`src/rtl/alu_rr_arbiter.sv`:
```
// Round-robin front end for one shared registered ALU: grants one of NREQ requesters,
// sequences the operands through the ALU and returns the result over a valid/ready port.
module alu_rr_arbiter #(
   parameter int unsigned NREQ = 4,
   parameter int unsigned W    = 16
) (
   input  logic                     clock,
   input  logic                     reset,
   input  logic [NREQ-1:0]          req,
   input  logic [3*NREQ-1:0]        req_sel,
   input  logic [W*NREQ-1:0]        req_a,
   input  logic [W*NREQ-1:0]        req_b,
   output logic [NREQ-1:0]          gnt,
   output logic [W-1:0]             alu_in1,
   output logic [W-1:0]             alu_in2,
   output logic [2:0]               alu_select,
   input  logic [W:0]               alu_out,
   output logic                     rsp_valid,
   input  logic                     rsp_ready,
   output logic [$clog2(NREQ)-1:0]  rsp_id,
   output logic [W:0]               rsp_data,
   output logic                     rsp_err
);

   localparam int unsigned ID_W  = $clog2(NREQ);
   localparam int unsigned SEL_W = 3;
   localparam int unsigned RES_W = W + 1;

   typedef enum logic [1:0] {IDLE, ISSUE, CAPTURE, RESP} state_t;

   state_t            state, state_nx;
   logic [ID_W-1:0]   ptr, ptr_nx;
   logic [SEL_W-1:0]  op_sel, op_sel_nx;
   logic [W-1:0]      op_a, op_a_nx;
   logic [W-1:0]      op_b, op_b_nx;
   logic [NREQ-1:0]   gnt_nx;
   logic              rsp_valid_nx;
   logic [ID_W-1:0]   rsp_id_nx;
   logic [RES_W-1:0]  rsp_data_nx;
   logic              rsp_err_nx;
   logic [ID_W-1:0]   win;
   logic              win_found;
   logic              div_zero;

   // Search starts one past the last winner and wraps, so the last winner has lowest priority.
   always_comb begin
      win       = ptr;
      win_found = 1'b0;
      for (int unsigned i = 1; i <= NREQ; i++) begin
         if (!win_found && req[ptr + ID_W'(i)]) begin
            win       = ptr + ID_W'(i);
            win_found = 1'b1;
         end
      end
   end

   assign div_zero = ((op_sel == 3'b010) || (op_sel == 3'b011)) && (op_b == '0);

   assign alu_in1    = op_a;
   assign alu_in2    = op_b;
   assign alu_select = op_sel;

   always_comb begin
      state_nx     = state;
      ptr_nx       = ptr;
      op_sel_nx    = op_sel;
      op_a_nx      = op_a;
      op_b_nx      = op_b;
      gnt_nx       = '0;
      rsp_valid_nx = rsp_valid;
      rsp_id_nx    = rsp_id;
      rsp_data_nx  = rsp_data;
      rsp_err_nx   = rsp_err;

      case (state)
         IDLE: begin
            if (win_found) begin
               op_sel_nx = req_sel[SEL_W*win +: SEL_W];
               op_a_nx   = req_a[W*win +: W];
               op_b_nx   = req_b[W*win +: W];
               ptr_nx    = win;
               gnt_nx    = NREQ'(1) << win;
               state_nx  = ISSUE;
            end
         end
         ISSUE: begin
            state_nx = CAPTURE;
         end
         CAPTURE: begin
            // ptr still holds the owner of the in-flight op
            rsp_id_nx    = ptr;
            rsp_data_nx  = div_zero ? '0 : alu_out;
            rsp_err_nx   = div_zero;
            rsp_valid_nx = 1'b1;
            state_nx     = RESP;
         end
         RESP: begin
            if (rsp_ready) begin
               rsp_valid_nx = 1'b0;
               state_nx     = IDLE;
            end
         end
         default: begin
            state_nx = IDLE;
         end
      endcase
   end

   always_ff @(posedge clock or posedge reset) begin
      if (reset) begin
         state     <= IDLE;
         ptr       <= ID_W'(NREQ - 1);
         op_sel    <= '0;
         op_a      <= '0;
         op_b      <= '0;
         gnt       <= '0;
         rsp_valid <= 1'b0;
         rsp_id    <= '0;
         rsp_data  <= '0;
         rsp_err   <= 1'b0;
      end else begin
         state     <= state_nx;
         ptr       <= ptr_nx;
         op_sel    <= op_sel_nx;
         op_a      <= op_a_nx;
         op_b      <= op_b_nx;
         gnt       <= gnt_nx;
         rsp_valid <= rsp_valid_nx;
         rsp_id    <= rsp_id_nx;
         rsp_data  <= rsp_data_nx;
         rsp_err   <= rsp_err_nx;
      end
   end

endmodule

```
`config.mk`:
```
export PLATFORM = sky130hd
export DESIGN_NAME = alu_rr_arbiter
export DESIGN_NICKNAME = d
export VERILOG_FILES = /design/src/rtl/alu_rr_arbiter.sv
export SDC_FILE = /design/constraint.sdc
export NUM_CORES = 1
export LEC_CHECK = 0
export BUFFER_PORTS_ARGS = -buffer_cell sky130_fd_sc_hd__buf_2
export CAP_MARGIN = 20
export CORE_ASPECT_RATIO = 0.9
export CORE_MARGIN = 2
export CORE_UTILIZATION = 43
export CTS_CLUSTER_DIAMETER = 30
export DETAILED_ROUTE_END_ITERATION = 6
export GPL_TIMING_DRIVEN = 0
export PLACE_DENSITY = 0.78
export SLEW_MARGIN = 40
export SYNTH_ARGS = -nofsm -noshare
export SYNTH_HDL_FRONTEND = slang
export SYNTH_SLANG_ARGS = --single-unit
```
`constraint.sdc`:
```
create_clock -name clock -period 2.9 [get_ports clock]
set_input_delay 0.58 -clock clock [delete_from_list [all_inputs] [get_ports clock]]
set_output_delay 0.58 -clock clock [all_outputs]
set_load 0.01 [all_outputs]
```
==> metrics.yaml <==
status:
  status: "finished clean"
floorplan:
  pin_count: 224
  dieHeight_um: 90.71
  coreArea_sq_um: 8068
  die_w_um: 100.3
  die-area_sq_um: 9102
  row_count: 31
  initial_core_util_pct: 44.53
critical_path:
  critPathRequiredTime_ns: 3.10
  worstPathMaxFanout: 10
  worstSetupPathType: "flop to flop"
  critPathArrivalTime_ns: 2.23
  endpoint_kind: "flop"
  critPathLaunchType: "flop"
yosys:
  ys_ff_latch: 64
  async_flop_share_pct: 100.0
  postSynthAreaPerCell_sq_um: 10.99
  syn_inst: 327
  synth_edf_count: 0
  synth_cell_types: 35
  seq_area_frac_synth_pct: 44.65
  syn-num-nets: 494
  synthesis.area_sq_um: 3592
  synth_flop_cell: "dfrtp_1"
  yosys_warnings: 0
finish:
  finalNetCount: 729
  final_common_cell: "buf_2"
  layout-drive-gt1-share_pct: 50.26
  syn2layout_area_growth_pct: 41.94
  final_cell_mix: "231 x buf_2, 70 x mux2i_1, 62 x dfrtp_1"
  diodes: 0
  instances_no_fill: 666
cts:
  ctsHoldBuffers: 0
  tritoncts: "done"
  h-tree-depth: 3
  cts.clk_slew.worst_paths_ns: 0.08
  cts-resized-gates: 0
  cts.sinks: 64
  cts_buffers: 9
  cts-root-buf: "clkbuf_8"
  insertion_delay_ns: 0.33
  clk_path_buf_depth: 2
  post-cts-setup-buffers: 0
run:
  maxCapViolations: 0
timing:
  fin_crit_ns: 2.030
  slew_headroom_pct: 66.72
  rsz0062_at_grt: "false"
  min_period_over_period_pct: 70.00
  skew_ns: 0.008532
  fmax_ghz: 0.4926
  setup_viol: 0
  worst_pin_slew_ns: 0.4992
  hold_viol_final: 0
  tns_ns: 0
  slew_viol_final: 0
  setup_ws_ns: 0.8700
placement:
  place_ws_ns: 0.5966
  dp.cells: 650
  place.gp.congestion: 0.8528
  io_buffers: 223
  hpwl_um: 8463
grt:
  grt_max_degree: 35
  antenna_found_initial: 0
  use_met3_pct: 4.644
  grt-busiest-layer: "met2"
  globalRoute.totalOverflow: 0
  use_met2_pct: 40.10
  grt_pass1_wl_um: 16650
  first_global_vias: 3348
  grt_use_met1_pct: 28.99
  grtUsageTotal_pct: 23.14
power:
  p_leak_nw: 2.771
  p_per_area_nw_per_um2: 1086
  ir_drop_uv: 422.3
  totalPowerFinal_mw: 5.537
drt:
  drt_wl_total_um: 10860
  firstDrtPassIters: 4
  drt_iter0_drc: 71
  drcViolationCount: 0
  wl_per_cell_um: 16.30
  dr_total_vias: 3428
  avgViaCountPerCell: 5.147
  antenna_left: 0
min_path:
  hold_path_class: "primary input to asynchronous set/reset pin"
-- power by group --
part	total, mW	switching, mW	internal [mW]	leakage (nW)
sequential	1.61	0.267	1.34	0.792
combinational	2.99	1.60	1.39	1.86
clock	0.940	0.368	0.572	0.119
-- cells in the mapped netlist (3+ instances only) --
cell type	count	area (sq um)
buf_12	7	140.1
clkbuf_1	5	18.77
a21oi_1	3	15.01
o221ai_1	26	227.7
nand2_2	9	56.30
o221ai_2	9	135.1
inv_1	22	82.58
buf_2	8	40.04
nand2b_1	4	25.02
o21ai_0	11	55.05
nand2_1	47	176.4
nor4_1	3	18.77
dfrtp_1	62	1551
nor2_1	8	30.03
mux2i_1	70	700.7
ha_1	3	37.54
o21ai_1	9	45.04
-- layout make-up --
| class | instances | area (sq um) |
|---|---|---|
| fillers | 687 | 2969 |
| multi-input cells | 217 | 1665 |
| flip-flops and latches | 64 | 1604 |
| repair buffers | 224 | 1136 |
| plain buffers | 24 | 240.2 |
| clock buffers | 9 | 123.9 |
| well taps | 99 | 123.9 |
| clock inverters | 7 | 120.1 |
| inverters | 22 | 85.08 |
-- through the flow --
stage	cell area, sq um	hold slack, ns	util, %
3_3_place_gp	4832	0.4667	59.89
6_report	5099	0.2446	63.20
5_1_grt	5099	0.2647	63.20
4_1_cts	5099	0.2523	63.20
3_5_place_dp	4855	0.4696	60.17
2_1_floorplan	3592	0.4764	-
-- state kept, by name, indices dropped and copies added, names as in the netlist, 2 cells and up --
| signal | count |
|---|---|
| alu_in1 | 16 |
| rsp_id | 2 |
| alu_in2 | 16 |
| rsp_data | 17 |
| ptr | 2 |
| alu_select | 3 |
| state | 2 |
| gnt | 4 |
-- critical path: stages, from the launching register on --
cell      delay (ns)
dfstp_2         0.59
nand2b_1        0.16
o21ai_2         0.07
a221oi_2        0.25
buf_6           0.25
buf_12          0.18
mux2i_1         0.23
o221ai_1        0.16
-- final timing paths --
kind / start / end / slack [ns] / depth (start not counted)
worst min-delay path: reset / alu_in2[9]$_DFFE_PP0P_ / 0.24 / 2
worst min register to register: alu_in1[1]$_DFFE_PP0P_ / alu_in1[1]$_DFFE_PP0P_ / 0.49 / 2
worst max register to register: ptr[0]$_DFFE_PP1P_ / alu_in1[0]$_DFFE_PP0P_ / 0.87 / 7
max in group asynchronous: reset / ptr[0]$_DFFE_PP1P_ / 2.07 / 3
min in group clock: rsp_ready / rsp_valid$_DFFE_PP0P_ / 0.43 / 2
worst max-delay path: ptr[0]$_DFFE_PP1P_ / alu_in1[0]$_DFFE_PP0P_ / 0.87 / 7
-- routing by layer --
| metal | vias up | routed length (um) |
|---|---|---|
| met4 | 0 | 160 |
| li1 | 1655 | - |
| met2 | 147 | 5405 |
| met5 | - | 0 |
| met3 | 17 | 691 |
| met1 | 1609 | 4598 |
-- logic make-up (layout without fill, tap and decap cells) --
| logic type | after synthesis | after routing | share of synthesized area [%] |
|---|---|---|---|
| adder cells (fa/ha/maj) | 3 | 3 | 1.045 |
| buffers and inverters | 46 | 286 | 8.986 |
| flip-flops | 64 | 64 | 44.65 |
| AO/OA/AOI/OAI | 67 | 67 | 15.88 |
| AND/OR/NAND/NOR | 75 | 75 | 9.300 |
| multiplexers | 72 | 72 | 20.13 |
Note: power is estimated with default switching activity, not from simulation.
